File: config.mk
export PLATFORM = sky130hd
export DESIGN_NAME = irq_dispatch
export DESIGN_NICKNAME = d
export VERILOG_FILES = /design/src/rtl/irq_dispatch.sv
export SDC_FILE = /design/constraint.sdc
export NUM_CORES = 1
export LEC_CHECK = 0
export ABC_AREA = 1
export CORE_ASPECT_RATIO = 2
export CORE_MARGIN = 5
export CORE_UTILIZATION = 39
export DETAILED_ROUTE_END_ITERATION = 10
export PLACE_DENSITY = 0.75
export SLEW_MARGIN = 0
export SYNTH_ARGS = -nofsm -noshare
export SYNTH_HDL_FRONTEND = slang
export SYNTH_SLANG_ARGS = --single-unit
File: constraint.sdc
create_clock -name CLK -period 1.1 [get_ports CLK]
set_clock_uncertainty 0.2 [all_clocks]
set_input_delay 0.11 -clock CLK [delete_from_list [all_inputs] [get_ports CLK]]
set_output_delay 0.11 -clock CLK [all_outputs]
set_load 0.02 [all_outputs]
File: src/rtl/irq_dispatch.sv
// irq_dispatch: interrupt front end for the SM83 core.
// Holds IF/IE and the IME state machine (EI delay, DI, RETI), presents a
// registered interrupt request and a HALT wake signal to the Sequencer, and
// resolves priority / latches the RST vector on the Sequencer's acknowledge.
// Optional feature macro: IRQ_HALT_BUG_EN enables the HALT-bug detector;
// without it HALT_BUG is tied low.
module irq_dispatch #(
    parameter int NUM_IRQ = 5
) (
    input  logic               CLK,
    input  logic               RESET,
    input  logic [NUM_IRQ-1:0] IRQ,
    input  logic               REG_SEL,
    input  logic               REG_WR,
    input  logic [7:0]         DIN,
    output logic [7:0]         DOUT,
    input  logic               M1,
    input  logic               OP_EI,
    input  logic               OP_DI,
    input  logic               OP_RETI,
    input  logic               OP_HALT,
    input  logic               INT_ACK,
    output logic               INT_REQ,
    output logic               WAKE,
    output logic               IME,
    output logic [7:0]         VECTOR,
    output logic               HALT_BUG
);

    typedef enum logic [1:0] {
        ST_OFF  = 2'd0,
        ST_PEND = 2'd1,
        ST_ON   = 2'd2
    } ime_state_t;

    ime_state_t         state;
    ime_state_t         state_next;

    logic [NUM_IRQ-1:0] if_q;
    logic [NUM_IRQ-1:0] if_next;
    logic [7:0]         ie_q;
    logic [NUM_IRQ-1:0] pend;
    logic               pend_any;
    logic [NUM_IRQ-1:0] ack_clr;
    logic [7:0]         ack_vector;
    logic [7:0]         if_view;

    logic               int_req_q;
    logic               wake_q;
    logic [7:0]         vector_q;

    // Index of the highest-priority (lowest-numbered) set bit; 0 if none.
    function automatic logic [2:0] lowest_index(input logic [NUM_IRQ-1:0] m);
        logic [2:0] idx;
        idx = 3'd0;
        for (int i = NUM_IRQ - 1; i >= 0; i--) begin
            if (m[i]) idx = i[2:0];
        end
        return idx;
    endfunction

    // One-hot mask of the lowest set bit, all zero when nothing is set.
    function automatic logic [NUM_IRQ-1:0] lowest_onehot(input logic [NUM_IRQ-1:0] m);
        logic [NUM_IRQ-1:0] oh;
        oh = '0;
        for (int i = NUM_IRQ - 1; i >= 0; i--) begin
            if (m[i]) begin
                oh    = '0;
                oh[i] = 1'b1;
            end
        end
        return oh;
    endfunction

    // RST target low byte: 0x40 + 8*n, or 0x00 when the request evaporated.
    function automatic logic [7:0] rst_vector(input logic any, input logic [2:0] idx);
        return any ? (8'h40 + {2'b00, idx, 3'b000}) : 8'h00;
    endfunction

    assign pend       = ie_q[NUM_IRQ-1:0] & if_q;
    assign pend_any   = |pend;
    assign ack_clr    = lowest_onehot(pend);
    assign ack_vector = rst_vector(pend_any, lowest_index(pend));

    // IME next state; acknowledge beats DI beats RETI beats EI.
    always_comb begin
        state_next = state;
        if (INT_ACK) begin
            state_next = ST_OFF;
        end else if (OP_DI) begin
            state_next = ST_OFF;
        end else if (OP_RETI) begin
            state_next = ST_ON;
        end else if (OP_EI) begin
            // An EI strobe never counts as "after itself": a coincident M1
            // does not complete the enable.
            if (state == ST_OFF) state_next = ST_PEND;
        end else if (state == ST_PEND && M1) begin
            state_next = ST_ON;
        end else if (state != ST_OFF && state != ST_PEND && state != ST_ON) begin
            state_next = ST_OFF;
        end
    end

    // IME state register.
    always_ff @(posedge CLK or posedge RESET) begin
        if (RESET) state <= ST_OFF;
        else       state <= state_next;
    end

    // IF next value: CPU write, then ack clear on top, then IRQ set on top,
    // so a peripheral pulse is never lost to a same-cycle clear or write.
    always_comb begin
        if_next = if_q;
        if (REG_WR && !REG_SEL) if_next = DIN[NUM_IRQ-1:0];
        if (INT_ACK)            if_next = if_next & ~ack_clr;
        if_next = if_next | IRQ;
    end

    // IF and IE storage.
    always_ff @(posedge CLK or posedge RESET) begin
        if (RESET) begin
            if_q <= '0;
            ie_q <= 8'h00;
        end else begin
            if_q <= if_next;
            if (REG_WR && REG_SEL) ie_q <= DIN;
        end
    end

    // Registered request/wake; the request is withdrawn as soon as the
    // Sequencer acknowledges so it cannot be taken twice.
    always_ff @(posedge CLK or posedge RESET) begin
        if (RESET) begin
            int_req_q <= 1'b0;
            wake_q    <= 1'b0;
        end else begin
            int_req_q <= (state == ST_ON) && pend_any && !INT_ACK;
            wake_q    <= pend_any;
        end
    end

    // Dispatch vector latch, held until the next acknowledge.
    always_ff @(posedge CLK or posedge RESET) begin
        if (RESET)        vector_q <= 8'h00;
        else if (INT_ACK) vector_q <= ack_vector;
    end

    // Register readback; unimplemented IF bits read as 1.
    always_comb begin
        if_view              = 8'hFF;
        if_view[NUM_IRQ-1:0] = if_q;
        DOUT                 = REG_SEL ? ie_q : if_view;
    end

`ifdef IRQ_HALT_BUG_EN
    logic halt_bug_q;

    // HALT with IME clear and something pending: one-cycle HALT-bug pulse.
    always_ff @(posedge CLK or posedge RESET) begin
        if (RESET) halt_bug_q <= 1'b0;
        else       halt_bug_q <= OP_HALT && (state != ST_ON) && pend_any;
    end

    assign HALT_BUG = halt_bug_q;
`else
    logic unused_halt;
    assign unused_halt = OP_HALT;
    assign HALT_BUG    = 1'b0;
`endif

    assign INT_REQ = int_req_q;
    assign WAKE    = wake_q;
    assign IME     = (state == ST_ON);
    assign VECTOR  = vector_q;

endmodule

## Yosys cells after proc, flatten, opt, wreduce, memory -nomap -nowiden

Cells that the tools add are included.
W data, S select, Z words.

- Bitwise operators: 4
- Add/sub/neg operators: 1
- Muxes and demuxes: 21
- Eq/ne operators: 5
- Reductions and logical operators: 14

Operators by type and width:

| kind | number |
|---|---|
| $mux W5 | 7 |
| $mux W8 | 2 |
| $mux W3 | 5 |
| $mux W2 | 7 |
| $and A5 B5 Y5 | 2 |
| $add A7 B6 Y8 const A | 1 |
| $logic_and A1 B1 Y1 | 7 |
| $reduce_bool A6 Y1 | 1 |
| $ne A5 B1 Y1 const B | 1 |
| $not A5 Y5 | 1 |
| $or A5 B5 Y5 | 1 |
| $reduce_or A5 Y1 | 1 |
| $eq A2 B1 Y1 const B | 1 |
| $eq A2 B2 Y1 const B | 1 |
| $logic_not A1 Y1 | 2 |
| $logic_not A2 Y1 | 1 |
| $ne A2 B1 Y1 const B | 1 |
| $ne A2 B2 Y1 const B | 1 |
| $reduce_and A2 Y1 | 1 |
| $reduce_bool A2 Y1 | 1 |

- Register bits after elaboration: 25
- Bits of input ports: 23
- Output and inout port bits: 20

## Depth between registers and ports, before layout

- Depth in word-level cells: 10
- Depth in mapped cells: 7
- Gate-level depth less buffers: 7

## Worst setup path after synthesis

Ideal clock, no wire load.

- Path type: flip-flop to flip-flop
- Start point: reg state[0]
- End point: reg int_req_q (netlist: INT_REQ)
- Clock period less this slack: 1170 ps
- Buffers on the path: 0
- Arrival time: 898 ps
- Path slack: -70 ps
- Stages on the path, launching flop included: 4
- Cell sequence: dfrtp_1 > nor2_1 > nand2_1 > nor2_1

- Cells in the longest elaborated chain, start to end: 3

RTL lines:

| what | RTL line | source |
|---|---|---|
| start, declared | 36 | `ime_state_t state;` |
| start signal, assigned | 108 | `else state <= state_next;` |
| $eq A2 B2 Y1 | -- |  |
| named net IME | 25 | `output logic IME,` |
| $logic_and A1 B1 Y1 (2 in a row) | 138 | `int_req_q <= (state == ST_ON) && pend_any && !INT_ACK;` |
| end signal, assigned | 138 |  |
| end, declared | 48 | `logic int_req_q;` |

The timed path passes the listed nets, and every way through them passes these cells.
A chain may end at the register's enable or synchronous reset.

## Final worst setup path

- Start point: reg ie_q[7]
- End point: out DOUT[7]

- Cells in the longest elaborated chain, start to end: 1

RTL lines:

| what | RTL line | source |
|---|---|---|
| start, declared | 41 | `logic [7:0] ie_q;` |
| start signal, assigned | 124 | `ie_q <= 8'h00;` |
| start signal, assigned | 127 | `if (REG_WR && REG_SEL) ie_q <= DIN;` |
| $mux W8 | 153 | `DOUT = REG_SEL ? ie_q : if_view;` |
| end, declared | 16 | `output logic [7:0] DOUT,` |

Every way passes these cells.

==> key figures <==
Final layout
  – Non-filler cells, final: between 200 and 300
  – Antenna cells: 0
  – Area growth from synthesis to layout: 84.88%
  – Fraction of final layout cells sized beyond drive strength 1: ~45%
  – Fin nets: approximately 250

Yosys
  – Average cell area after synthesis: 7.659 um2
  – Sequential area share after synthesis: 46.36%
  – Dominant cells by area after synthesis: sky130_fd_sc_hd__dfrtp_1 (46%), sky130_fd_sc_hd__nand2_1 (18%), sky130_fd_sc_hd__inv_1 (6.0%)
  – Synth Warn #: 0
  – Number of library cell types mapped by synthesis: 20
  – Post-synthesis async set-or-reset flop share: 100.0%
  – Count of flip-flops with a built-in enable after synthesis: 0
  – Most frequently used cell type in the post-synthesis netlist: sky130_fd_sc_hd__nand2_1
  – Post-Synthesis Cell Area: ~0.0011 mm2
  – Synth Flop Type: sky130_fd_sc_hd__dfrtp_1
  – Ranking of synthesized cells by instance count: sky130_fd_sc_hd__nand2_1 (55), sky130_fd_sc_hd__dfrtp_1 (21), sky130_fd_sc_hd__inv_1 (18)
  – Synthesized instance count: about 150
  – Number of flip-flops and latches in the synthesized netlist: 21
  – Yosys top cell by area: sky130_fd_sc_hd__dfrtp_1
  – Area share of the largest cell type after synthesis: between 40% and 50%

STA
  – Setup repair after global routing missed its margin: yes
  – Final-report hold violation count: 0
  – Final cycle utilization of the critical path: 120.1%
  – Final count of negative-setup-slack endpoints: 26
  – Minimum clock period after layout: around 1.3 ns
  – Pins over their slew limit: 0
  – Smallest setup slack after layout: -0.2216 ns
  – Setup TNS: -2.938 ns
  – Hold_ws: approximately 0.18 ns
  – Fmax: approximately 760 MHz

Clocking
  – Clock transition at the registers of the reported paths: roughly 0.08 ns
  – Number of buffers created by CTS: 3
  – H-tree level count: 1
  – Clock sinks: 21
  – Number of buffers on the longest clock path: 2
  – Clock tree root buffer cell: sky130_fd_sc_hd__clkbuf_8
  – TritonCTS clock tree: done
  – Worst-Skew Late Latency: 0.26 ns

Global route
  – First-pass GRT wire length: roughly 5600 um
  – Total congestion overflow: 0
  – Maximum number of pins on one net before global-route repair: 22
  – Initial antenna violation count: 0
  – Global-route usage over all layers: a little under a fifth
  – Via count of the first global-routing pass: ~1400

Route
  – Drt first-iter violations: 22
  – First drt pass iteration count: 4
  – Routed length per instance: approximately 15 um
  – Antenna Violating Nets Remaining: 0
  – Drt via density: 4.992
  – Vias: between 1000 and 1500
  – Drt total wl: 3878 um
  – Residual DRC: 0

Worst hold path
  – Startpoint of the tightest hold check path: IRQ[3]
  – End point of the most critical hold path: if_q[3]
  – Type of the most critical hold path: input pin to flop
  – Number of cells on the worst hold path: 3

Pwr
  – Post-layout total power: between 2 and 2.5 mW
  – Peak VDD IR: 0.8374 mV
  – PwrDens: ~1200 mW/mm2
  – Leakage power summed over all cells: 1.083 nW

Placement
  – Placed cell count: 240
  – PortBufs: 36
  – HPWL reported at the end of detailed placement: approximately 2600 um
  – Worst-case setup slack after placement: -0.8237 ns
  – Final weighted congestion of routability-driven global placement: approximately 0.75

Die
  – Die boundary width: 48.12 um
  – Chip Height: between 80 and 90 um
  – Placeable core area: approximately 0.0028 mm2
  – Number of standard-cell rows in the floorplan: 27
  – Number of I/O pins: 43
  – Effective utilization at floorplan: between 40% and 50%
  – Total Die Area: about 0.0042 mm2

Worst setup path
  – Data arrival time at the worst-slack endpoint: between 1 and 1.5 ns
  – Endpoint of the most critical register-to-register path: state[1]
  – Number of cells on the worst reg-to-reg path: 7
  – Slack of the worst reg-to-reg path: -0.19 ns
  – Data required, critical path: between 0.7 and 0.8 ns
  – Endpoint kind of the worst setup timing path: primary output
  – Worst Path Class, Setup: flop to primary output
  – Origin of the critical flop-to-flop path: state[1]
  – Worst-path maximum fanout: 2
  – Worst Setup Start Kind: flop

Status
  – Violated checks: negative setup slack
  – Run status: finished with violations

Job
  – Maximum capacitance violations: 0
==> sequential cells by signal, summed over array words and instances, names as in the netlist <==
name,cells
INT_REQ,1
VECTOR,4
WAKE,1
ie_q,8
if_q,5
state,2
==> metrics by stage <==
stage / util [%] / instance area [um2]
final: 75.65 / 2096
after global routing: 75.65 / 2096
after global placement: 62.38 / 1728
after floorplan: - / 1154
after CTS: 71.86 / 1991
after detailed placement: 62.38 / 1728
==> cell usage in the layout, fill, tap and decap left out, types with 2 or more instances in the layout <==
cell                              count
sky130_fd_sc_hd__a21oi_2              2
sky130_fd_sc_hd__buf_4               28
sky130_fd_sc_hd__buf_6               28
sky130_fd_sc_hd__clkbuf_8             3
sky130_fd_sc_hd__clkdlybuf4s50_1     18
sky130_fd_sc_hd__conb_1               5
sky130_fd_sc_hd__dfrtp_1             21
sky130_fd_sc_hd__dlygate4sd2_1        2
sky130_fd_sc_hd__inv_1               13
sky130_fd_sc_hd__inv_2                5
sky130_fd_sc_hd__mux2_4               2
sky130_fd_sc_hd__nand2_1             42
sky130_fd_sc_hd__nand2_2              9
sky130_fd_sc_hd__nand2_4              4
sky130_fd_sc_hd__nand2_8              3
sky130_fd_sc_hd__nand3_2              4
sky130_fd_sc_hd__nand4_1              3
sky130_fd_sc_hd__nor2_1               7
sky130_fd_sc_hd__nor2_4               3
sky130_fd_sc_hd__o21ai_1              9
sky130_fd_sc_hd__o21ai_2              4
==> per-layer routing <==
layer,track usage [%],share of wire [%],up-vias
met1,15.81,30,617
li1,-,-,610
met3,2.495,5.0,14
met4,8.333,2.6,0
met2,37.76,62,42
met5,0,0,-
==> cell families (layout without fill, tap and decap cells) <==
group                  after synthesis  count (layout)  synth area share (%)
AND/OR/NAND/NOR                     79              79                 29.25
buffers and inverters               27             103                 12.36
flip-flops                          21              21                 46.36
AO/OA/AOI/OAI                       18              18                 9.051
multiplexers                         2               2                 2.649
other                                1               5                0.3308
==> report_power, final <==
part	internal [mW]	switching (mW)
Combinational	0.555	0.515
Sequential	0.859	0.0635
Clock	0.258	0.247
==> what timing repair did <==
action / CTS / global route
endpoints found under the setup margin: 36 / 33
endpoints found under the hold margin: 21 / 0
buffers inserted: 8 / 5
gates resized for setup: 132 / 22
pin swaps: 15 / 11
hold buffers: 1 / 0
==> worst max-delay path: stages, from the launching register on <==
cell	delay, ns
sky130_fd_sc_hd__dfrtp_1	0.40
sky130_fd_sc_hd__or2_4	0.23
sky130_fd_sc_hd__buf_6	0.13
==> cell type report <==
| class | count | area [um2] |
|---|---|---|
| clock buffer | 4 | 45.04 |
| sequential | 21 | 525.5 |
| tap | 29 | 36.28 |
| inverter | 20 | 82.58 |
| fill | 195 | 674.4 |
| timing repair buffer | 79 | 764.5 |
| multi-input combinational | 104 | 641.9 |
==> worst max path at each step <==
stage | from | end | slack, ns | depth (start not counted)
floorplan | ie_q[1] | if_q[4] | -0.006 | 6
global placement | REG_SEL | DOUT[0] | -0.81 | 5
detailed placement | REG_SEL | DOUT[3] | -0.82 | 5
CTS | ie_q[7] | DOUT[7] | -0.22 | 2
global route | ie_q[7] | DOUT[7] | -0.24 | 2
finish | ie_q[7] | DOUT[7] | -0.22 | 2
Note: power is estimated with default switching activity, not from simulation.
